[src/rtl/uart_monitor_frame_sampler.sv]
// Oversampling UART receive sequencer: start/data/parity/stop FSM with per-frame latched format.
// Optional macro UART_MON_MAJORITY_VOTE_EN selects 3-sample majority voting per bit.
module uart_monitor_frame_sampler #(
  parameter int OVERSAMPLE = 16,
  parameter int DIV_WIDTH  = 16,
  parameter int MAX_DATA   = 8
) (
  input  logic                 clk,
  input  logic                 reset,
  input  logic                 enable,
  input  logic [DIV_WIDTH-1:0] baud_div,
  input  logic [1:0]           data_len,
  input  logic                 parity_en,
  input  logic                 parity_odd,
  input  logic                 stop_two,
  input  logic                 serial_in,
  output logic                 frame_valid,
  output logic [MAX_DATA-1:0]  frame_data,
  output logic                 parity_err,
  output logic                 framing_err,
  output logic                 break_det,
  output logic                 busy
);

  localparam int OS_W = $clog2(OVERSAMPLE);
  localparam int BW   = (MAX_DATA > 1) ? $clog2(MAX_DATA) : 1;

  localparam logic [2:0] S_IDLE   = 3'd0;
  localparam logic [2:0] S_START  = 3'd1;
  localparam logic [2:0] S_DATA   = 3'd2;
  localparam logic [2:0] S_PARITY = 3'd3;
  localparam logic [2:0] S_STOP   = 3'd4;
  localparam logic [2:0] S_DONE   = 3'd5;

  localparam logic [OS_W-1:0] T_LAST = OS_W'(OVERSAMPLE - 1);
`ifdef UART_MON_MAJORITY_VOTE_EN
  localparam logic [OS_W-1:0] T_V0  = OS_W'(OVERSAMPLE / 2 - 2);
  localparam logic [OS_W-1:0] T_V1  = OS_W'(OVERSAMPLE / 2 - 1);
  localparam logic [OS_W-1:0] T_SMP = OS_W'(OVERSAMPLE / 2);
`else
  localparam logic [OS_W-1:0] T_SMP = OS_W'(OVERSAMPLE / 2 - 1);
`endif

  logic [2:0]           r_state;
  logic                 r_sync1, r_sync2, r_prev;
  logic [DIV_WIDTH-1:0] r_div;
  logic [OS_W-1:0]      r_os;
  logic [BW-1:0]        r_bit;
  logic [MAX_DATA-1:0]  r_data;
  logic                 r_pe, r_fe;
  logic [1:0]           r_len;
  logic                 r_pen, r_podd, r_stop2;

  logic                 w_start, w_tick, w_smp, w_end, w_bit, w_fe;
  logic [BW-1:0]        w_last_bit;

  assign busy       = (r_state != S_IDLE);
  assign w_start    = (r_state == S_IDLE) && enable && r_prev && !r_sync2;
  assign w_tick     = busy && (r_div == '0);
  assign w_smp      = w_tick && (r_os == T_SMP);
  assign w_end      = w_tick && (r_os == T_LAST);
  assign w_last_bit = BW'(r_len) + BW'(4);
  assign w_fe       = r_fe | ~w_bit;

`ifdef UART_MON_MAJORITY_VOTE_EN
  logic r_v0, r_v1;
  assign w_bit = (r_v0 & r_v1) | (r_v0 & r_sync2) | (r_v1 & r_sync2);

  always_ff @(posedge clk or posedge reset) begin
    if (reset) begin
      r_v0 <= 1'b1;
      r_v1 <= 1'b1;
    end else if (w_tick) begin
      if (r_os == T_V0) r_v0 <= r_sync2;
      if (r_os == T_V1) r_v1 <= r_sync2;
    end
  end
`else
  assign w_bit = r_sync2;
`endif

  // Tick divider and in-bit tick index; both restart on the start edge to align the sample phase.
  always_ff @(posedge clk or posedge reset) begin
    if (reset) begin
      r_div <= '0;
      r_os  <= '0;
    end else if (w_start) begin
      r_div <= baud_div;
      r_os  <= '0;
    end else if (busy) begin
      if (w_tick) begin
        r_div <= baud_div;
        r_os  <= (r_os == T_LAST) ? '0 : r_os + OS_W'(1);
      end else begin
        r_div <= r_div - DIV_WIDTH'(1);
      end
    end
  end

  always_ff @(posedge clk or posedge reset) begin
    if (reset) begin
      r_state     <= S_IDLE;
      r_sync1     <= 1'b1;
      r_sync2     <= 1'b1;
      r_prev      <= 1'b1;
      r_bit       <= '0;
      r_data      <= '0;
      r_pe        <= 1'b0;
      r_fe        <= 1'b0;
      r_len       <= 2'd0;
      r_pen       <= 1'b0;
      r_podd      <= 1'b0;
      r_stop2     <= 1'b0;
      frame_valid <= 1'b0;
      frame_data  <= '0;
      parity_err  <= 1'b0;
      framing_err <= 1'b0;
      break_det   <= 1'b0;
    end else begin
      r_sync1     <= serial_in;
      r_sync2     <= r_sync1;
      r_prev      <= r_sync2;
      frame_valid <= 1'b0;
      if (busy && !enable) begin
        r_state <= S_IDLE;
      end else begin
        case (r_state)
          S_IDLE: if (w_start) begin
            r_state <= S_START;
            r_bit   <= '0;
            r_data  <= '0;
            r_pe    <= 1'b0;
            r_fe    <= 1'b0;
            r_len   <= data_len;
            r_pen   <= parity_en;
            r_podd  <= parity_odd;
            r_stop2 <= stop_two;
          end
          S_START: begin
            if (w_smp && w_bit) r_state <= S_IDLE;
            else if (w_end)     r_state <= S_DATA;
          end
          S_DATA: begin
            if (w_smp) r_data[r_bit] <= w_bit;
            if (w_end) begin
              if (r_bit == w_last_bit) begin
                r_bit   <= '0;
                r_state <= r_pen ? S_PARITY : S_STOP;
              end else begin
                r_bit <= r_bit + BW'(1);
              end
            end
          end
          S_PARITY: begin
            if (w_smp) r_pe <= (^r_data) ^ w_bit ^ r_podd;
            if (w_end) r_state <= S_STOP;
          end
          S_STOP: begin
            // Finish at the mid-bit sample of the last stop bit so a following start edge is not missed.
            if (w_smp) begin
              r_fe <= w_fe;
              if (!r_stop2 || r_bit[0]) begin
                r_state     <= S_DONE;
                frame_valid <= 1'b1;
                frame_data  <= r_data;
                parity_err  <= r_pe;
                framing_err <= w_fe;
                break_det   <= w_fe && (r_data == '0);
              end
            end else if (w_end) begin
              r_bit <= BW'(1);
            end
          end
          default: r_state <= S_IDLE;
        endcase
      end
    end
  end

endmodule

[config.mk]
export PLATFORM = sky130hd
export DESIGN_NAME = uart_monitor_frame_sampler
export DESIGN_NICKNAME = d
export VERILOG_FILES = /design/src/rtl/uart_monitor_frame_sampler.sv
export SDC_FILE = /design/constraint.sdc
export NUM_CORES = 1
export LEC_CHECK = 0
export BUFFER_PORTS_ARGS = -buffer_cell sky130_fd_sc_hd__buf_2
export CELL_PAD_IN_SITES_DETAIL_PLACEMENT = 0
export CELL_PAD_IN_SITES_GLOBAL_PLACEMENT = 2
export CORE_ASPECT_RATIO = 0.6
export CORE_MARGIN = 3
export CORE_UTILIZATION = 33
export CTS_CLUSTER_DIAMETER = 80
export DETAILED_ROUTE_END_ITERATION = 12
export GPL_TIMING_DRIVEN = 0
export PLACE_DENSITY = 0.75
export SLEW_MARGIN = 20
export SYNTH_ARGS = -nofsm -noshare
export SYNTH_HDL_FRONTEND = slang
export SYNTH_SLANG_ARGS = --single-unit
[constraint.sdc]
create_clock -name clk -period 2.16 [get_ports clk]
set_input_delay 0 -clock clk [delete_from_list [all_inputs] [get_ports clk]]
set_output_delay 0 -clock clk [all_outputs]
set_load 0.02 [all_outputs]
* Word-level counts from Yosys, hierarchy flattened
Cells that the tools add are included.
Word-level totals: input port bits 25, flip-flop bits (word level) 56, output and inout bits 13, word-level logic and storage cells 123
Operators by class: eq/ne operators 21, magnitude comparators 2, bitwise gates (word level) 5, reductions and logical operators 33, muxes and demuxes 39, add/sub/neg operators 4
Operators with widths (number):
- 16-bit two-way mux | 3
- 3-bit two-way mux | 15
- 16-bit logical NOT | 1
- 4-bit two-way mux | 4
- 8-bit two-way mux | 2
- 8-bit case mux with 2 select lines | 1
- 4-bit AND reduction | 4
- 16-bit by 1-bit subtractor with 16-bit output, second input constant | 1
- 3-bit inequality test, second input constant | 5
- 3-bit case mux with 5 select lines | 1
- 2-bit inequality test, second input constant | 7
- 1-bit logical AND | 10
- 2-bit nonzero test | 5
- 3-bit case mux with 3 select lines | 1
- 8-bit bitwise mux | 1
- 8-bit logical NOT | 1
- 1-bit two-way mux | 8
- 8-bit parity | 1
- 7-bit AND reduction | 1
- 3-bit by 2-bit == test with 1-bit output, second input constant | 2
- 6-bit AND reduction | 1
- 3-bit nonzero test | 2
- 4-bit by 1-bit adder with 4-bit output, second input constant | 1
- 4-bit by 3-bit == test with 1-bit output, second input constant | 1
- 20 further kinds | 25

* Logic depth before layout (Yosys ltp)
Gate-level depths: netlist of the first run.
depth in word-level cells 7, depth in mapped cells 9, gate-level depth less buffers 7

* Least setup slack after synthesis of the first run
OpenSTA, ideal clock, no wires.
path kind reg-to-reg, from register r_div[8], to register framing_err, path buffers 1, arrival time 2181 ps, library setup time 125 ps, cell stages (with the launch flop) 6, data required time 2035 ps, clock period less this slack 2306 ps, setup slack -146 ps, path through dfrtp_1 > or4_4 > nor4_4 > or4b_1 > buf_6 > mux2_4
Between the ends: word-level cells in the longest chain between the ends 4
RTL lines:
- start, declared | RTL line 46 | logic [DIV_WIDTH-1:0] r_div;
- start signal, assigned | RTL line 88 | r_div <= baud_div;
- start signal, assigned | RTL line 92 | r_div <= baud_div;
- start signal, assigned | RTL line 95 | r_div <= r_div - DIV_WIDTH'(1);
- 16-bit logical NOT | RTL line 59 | assign w_tick = busy && (r_div == '0);
- 1-bit logical AND | RTL line 59
- 1-bit logical AND | RTL line 60 | assign w_smp = w_tick && (r_os == T_SMP);
- 4-bit AND reduction (no line)
- end signal, assigned | RTL line 167 | framing_err <= w_fe;
- end, declared | RTL line 20 | output logic framing_err,
Every way passes these cells. A chain may end at the register's enable or synchronous reset.

* Final worst setup path of the first run
from register r_div[6], to register framing_err
The elaborated chain is that of the path after synthesis.

==> results.toml, run 1 <==
[status]
status = "finished, violations left"
violations = "negative setup slack"

[synth]
muxShareOfSynthArea_pct = 8.17
synth_top_family_by_area = "simple AND/OR/NAND/NOR gates"
synth_area_um2 = 3170
ys_seq_area_share_pct = 44.3
synthFlopType = "dfrtp_1"
synth.distinct_cells = 56
ys_warn_count = 0
synth-seq-cells = 56
synth_edf_count = 0
synthCells = 339
async_flop_share_pct = 100
synth_compound_area_share_pct = 14.2
synthAdderAreaFrac_pct = 3.16
synthSimpleGateAreaFrac_pct = 23.0
synth_xor_area_share_pct = 2.21
syn-num-nets = 372
syn_area_per_cell_um2 = 9.35

[sta]
rsz0062_at_grt = "yes"
finalMaxSlewViolations = 0
worstMarginPinSlew_ps = 499
finalCritPeriodShare_pct = 107
finalCriticalPeriod_ps = 2320
finClkSkew_ps = 10.2
slew_headroom_pct = 66.7
hold_viol_final = 0
fmaxAchievable_mhz = 431
final-setup-viol-count = 29
finalWorstSetupSlack_ps = -162

[power]
swShare_pct = 39.9
p_per_area_nw_per_um2 = 1030
leakagePower_nw = 2.00
p_int_mw = 2.83
power_frac_seq_pct = 35.5
p_sw_mw = 1.88
clkPwrFrac_pct = 17.9
peakVddDrop_mv = 0.424
power_frac_comb_pct = 46.6

[cts]
clock-root-buffer = "clkbuf_16"
cts_tree = "yes"
h-tree-depth = 2
cts_buffers = 5
insertion_delay_ps = 300
cts_max_path_buffers = 2
cts.sinks = 56
clk_pin_slew_worst_paths_ps = 80

[global_route]
grt_max_degree = 38
grt_pass1_wl_um = 14800
antenna_found_initial = 0
grt_pass1_vias = 2675
grt_usage_pct = 17.5
globalRouteOverflowTotal = 0

[routing]
wirelength_um = 9280
dr.max_layer_used = "met4"
dr_total_vias = 2899
viasPerCell = 5.16
routed-wl-met2_um = 3570
wl_met3_um = 616
drt_iter0_markers = 186
ant_nets = 0
dr.pass1.iters = 4
wl_met1_um = 5030
avgRoutedWirePerCell_um = 16.5
route.detailed.drc = 0

[worst_setup_path]
cp_max_fo = 5
rr_worst_depth = 5
crit_type = "reg -> reg"
worstPathArrival_ps = 2510
crit_slowest_cell = "or4_4"
cp_top_family = "simple AND/OR/NAND/NOR gates"
reg2reg_from = "r_div[6]"
slowest_delay_ps = 620
start_kind = "flip-flop"
crit_required_ps = 2350
crit_chain = "or4_4 -> nor4_4 -> or4b_4 -> buf_8 -> mux2_4"
cp-end-kind = "flip-flop"
path_buf_inv = 1
worst-r2r-setup-slack_ps = -160
r2r_end = "framing_err"

[die]
die_w_um = 133
pin_count = 38
die_area_um2 = 10900
row_count = 27
coreArea_um2 = 9260
start_util_pct = 34.3
fp.dieH_um = 81.9

[place]
placed_area_um2 = 3560
globalplace.congestion = 0.833
hpwl_um = 6440
io_buffers = 37

[final_layout]
ff_latch_area_um2 = 1410
final_core_util_pct = 49.5
final_nets = 464
antenna_cells = 0
stdcell_area_um2 = 4580
multi_input_area_um2 = 2020
final_layout_size_suffix_gt1_share_pct = 40.0
area.growth.synth_to_final_pct = 44.5
fill_cells = 919

[worst_hold_path]
worstHoldStart = "enable"
whs_endpoint = "r_state[2]"
hold_depth = 2
min_path_type = "in -> reg"

[run]
drv_cap = 0
## layout by cell type, fill, tap and decap left out, types with 7 or more instances in the layout
master,n
ha_1,7
nor2_1,18
nor3_1,12
a21oi_1,14
buf_4,29
o21ai_1,9
nand3_1,11
mux2_4,9
dfrtp_1,51
nand2_1,29
o21ai_0,11
buf_6,7
inv_1,19
buf_2,38
dlygate4sd3_1,14
mux2_2,8
## stage by stage
step | instances | setup slack (ps) | power, mW | TNS, ps | hold WS [ps]
2_1_floorplan | 339 | -145 | 2.75 | -574 | 4.48
3_3_place_gp | 506 | -900 | 3.17 | -28190 | 107
3_5_place_dp | 507 | -862 | 3.20 | -23470 | -22.3
4_1_cts | 548 | -152 | 4.45 | -1690 | 17.0
5_1_grt | 562 | -255 | 5.06 | -4980 | 23.4
6_report | 562 | -162 | 4.71 | -2020 | 20.3
## cells by family after synthesis
| logic type | after synthesis |
|---|---|
| DFF | 56 |
| AOI/OAI and AO/OA | 69 |
| xor gates and xnor gates | 8 |
| muxes | 23 |
| adders and majority gates | 8 |
| and+or+nand+nor | 136 |
| buffers and inverters | 39 |
## flip-flops by register name (all words and copies together) (netlist names)
name,count
r_div,16
parity_err,1
r_pe,1
r_prev,1
r_sync1,1
break_det,1
r_data,8
r_sync2,1
r_fe,1
framing_err,1
r_pen,1
r_os,4
r_podd,1
frame_data,8
frame_valid,1
r_state,3
r_len,2
r_stop2,1
r_bit,3
## per-layer routing
layer  track usage (%)  vias up
li1                  -     1428
met1              28.2     1394
met2              23.2       70
met3              3.98        7
met4              3.73        0
met5                 0        -
## how the worst max path moves through the flow
stage / from / end / slack, ps / cells past startpoint
after floorplan: r_div[7] / framing_err / -140 / 5
after global placement: r_div[8] / r_bit[0] / -900 / 5
after detailed placement: r_div[8] / r_bit[0] / -860 / 5
after CTS: r_div[8] / framing_err / -150 / 5
after global routing: r_div[6] / r_data[2] / -260 / 7
final: r_div[6] / framing_err / -160 / 5
## power groups by stage
stage	Clock (mW)	Sequential (mW)	Combinational, mW
finish	0.842	1.67	2.19
global placement	0	1.65	1.53
global route	0.921	1.72	2.42
detailed placement	0	1.65	1.54
CTS	0.877	1.65	1.92
floorplan	0	1.57	1.18
## cell type report
| type | instances | area share [%] |
|---|---|---|
| multi-input combinational | 244 | 44.1 |
| sequential | 56 | 30.7 |
| timing repair buffer | 87 | 14.0 |
| tap | 130 | 3.55 |
| clock buffer | 5 | 2.73 |
| buffer | 14 | 2.54 |
| inverter | 23 | 1.94 |
| clock inverter | 3 | 0.492 |
## Yosys cell counts, drive strengths merged, types with 3 or more instances
master   n  area share, %
dfrtp   53             42
nand2   37            4.4
inv     23            2.7
nor2    22            2.6
o21ai   22            3.5
nor3    18            3.0
mux2    17            6.3
a21oi   16            2.5
nand3   14            2.2
clkbuf  13            1.5
nor4    10            2.4
ha       8            3.2
or4      8            2.0
and3     7            1.4
mux2i    6            1.9
nand2b   4           0.79
xnor2    4            1.1
xor2     4            1.1
a211o    3           0.83
a22oi    3           0.71
a41oi    3           0.83
buf      3           0.67
dfstp    3            2.5
nor4b    3           0.83
o22a     3           0.83
or4b     3           0.95
## what timing repair did
action,4_1_cts,5_1_grt
endpoints found under the hold margin,66,0
hold buffers,14,0
resized for setup,72,56
gates cloned,0,1
pin swaps,20,19
endpoints found under the setup margin,53,43
setup buffers,20,20
No activity file was read; power rests on OpenSTA's default activity.
==> run 2: changes to the inputs <==
--- a/config.mk
+++ b/config.mk
@@ -13,8 +13,10 @@
 export CORE_UTILIZATION = 33
 export CTS_CLUSTER_DIAMETER = 80
 export DETAILED_ROUTE_END_ITERATION = 12
+export GPL_ROUTABILITY_DRIVEN = 0
 export GPL_TIMING_DRIVEN = 0
 export PLACE_DENSITY = 0.75
+export SKIP_CTS_REPAIR_TIMING = 1
 export SLEW_MARGIN = 20
 export SYNTH_ARGS = -nofsm -noshare
 export SYNTH_HDL_FRONTEND = slang
==> run 2 against run 1 <==
- the run still ends with negative setup slack left
- design area is 6.7% lower
- sequential power hardly changed
- clock power hardly changed
- via count is 3.5% lower
- worst setup slack worse by 60 ps
- count of clock-buffer cells in the layout stayed put
- largest cell class unchanged
==> results.toml, run 2 (synthesis gave the netlist of run 1 again) <==
[sta]
final-setup-viol-count = 22
slew_headroom_pct = 66.2
hold_viol_final = 0
finalCritPeriodShare_pct = 110
finalMaxSlewViolations = 0
finalCriticalPeriod_ps = 2380
fmaxAchievable_mhz = 420
finClkSkew_ps = 9.91
tns_ps = -1960
worstMarginPinSlew_ps = 506
rsz0062_at_grt = "yes"
finalWorstSetupSlack_ps = -222

[die]
coreArea_um2 = 9260
start_util_pct = 34.3
row_count = 27
pin_count = 38
die_area_um2 = 10900
die_w_um = 133
fp.dieH_um = 81.9

[status]
violations = "negative setup slack"
status = "finished, violations left"

[final_layout]
regMostFlops = "r_div"
ff_latch_area_um2 = 1410
mostFrequentLayoutCell = "dfrtp_1"
antenna_cells = 0
stdcell_count = 540
final_cell_mix = "52 x dfrtp_1, 38 x buf_2, 35 x nand2_1"
final_nets = 442
area.growth.synth_to_final_pct = 34.8
fill_cells = 948
largest_reg_flops = 16
multi_input_area_um2 = 1900
final_core_util_pct = 46.2
final_layout_size_suffix_gt1_share_pct = 32.4
reg.largest.list = "r_div (16), frame_data (8), r_data (8)"

[worst_setup_path]
worstPathArrival_ps = 2570
crit_slowest_cell = "or4_4"
crit_type = "reg -> reg"
startpoint = "r_div[10]"
reg2reg_from = "r_div[10]"
r2r_end = "framing_err"
worst-r2r-setup-slack_ps = -220
slowest_delay_ps = 590
start_kind = "flip-flop"
cp_max_fo = 5
crit_path_end = "framing_err"
crit_chain = "or4_4 -> nor4_4 -> or4b_4 -> buf_8 -> mux2_4"
rr_worst_depth = 5
cp-end-kind = "flip-flop"
crit_required_ps = 2350

[run]
drv_cap = 0

[cts]
insertion_delay_ps = 300
clk_pin_slew_worst_paths_ps = 80
cts_max_path_buffers = 2
clock-root-buffer = "clkbuf_16"
cts.sinks = 56
h-tree-depth = 2
cts_tree = "yes"
cts_buffers = 5

[global_route]
grt_usage_pct = 16.5
globalRouteOverflowTotal = 0
grt_pass1_wl_um = 13900
gr-usage-met3_pct = 4.35
use_met1_pct = 26.9
grt_pass1_vias = 2482
grt_max_degree = 38
top_usage_layer = "met1"
met2_usage_pct = 20.7
antenna_found_initial = 0

[routing]
ant_nets = 0
dr_total_vias = 2797
route.detailed.drc = 0
dr.pass1.iters = 4
avgRoutedWirePerCell_um = 16.3
drt_iter0_markers = 173
wirelength_um = 8790
viasPerCell = 5.18

[place]
io_buffers = 37
dp.cells = 507
place_ws_ps = -862
hpwl_um = 6440

[power]
leakagePower_nw = 1.84
p_per_area_nw_per_um2 = 1030
peakVddDrop_mv = 0.407

[worst_hold_path]
min_path_type = "in -> reg"
-- run 2: how the worst min path moves through the flow --
stage,from,end,slack (ps),cells after the start
final,enable,r_state[2],20,2
after global routing,enable,r_state[2],20,2
after CTS,reset,r_div[14],-350,2
after detailed placement,reset,r_div[14],-20,2
after global placement,serial_in,r_sync1,110,1
after floorplan,serial_in,r_sync1,4,0
-- run 2: critical path: cells and delay by family, from the launching register on --
kind | cells | cell delay (ps)
buffers and inverters | 1 | 160
DFF | 1 | 410
muxes | 1 | 290
and+or+nand+nor | 3 | 1410
-- run 2: where the power goes --
| part | total (mW) | switching, mW | internal, mW |
|---|---|---|---|
| logic | 1.86 | 1.01 | 0.850 |
| clock network | 0.842 | 0.407 | 0.436 |
| registers | 1.69 | 0.346 | 1.34 |
-- run 2: through the flow --
step	power, mW	hold slack, ps	instance area, um2
after floorplan	2.75	4.48	3190
after global placement	3.17	107	3540
after detailed placement	3.20	-22.3	3560
after CTS	4.06	-351	3710
after global routing	4.74	21.5	4270
final	4.39	21.4	4270
-- run 2: area by class of cell --
type	count	share of cell area (%)
clock inverters	3	0.527
repair buffers	65	10.8
flip-flops and latches	56	32.9
clock buffers	5	2.93
inverters	23	2.08
plain buffers	14	2.40
multi-input cells	244	44.6
well taps	130	3.81
-- run 2: routing by layer --
metal | wire [um] | share of wire, %
met1 | 4990 | 57
met2 | 3200 | 36
met4 | 70 | 0.80
met3 | 521 | 5.9
met5 | 0 | 0
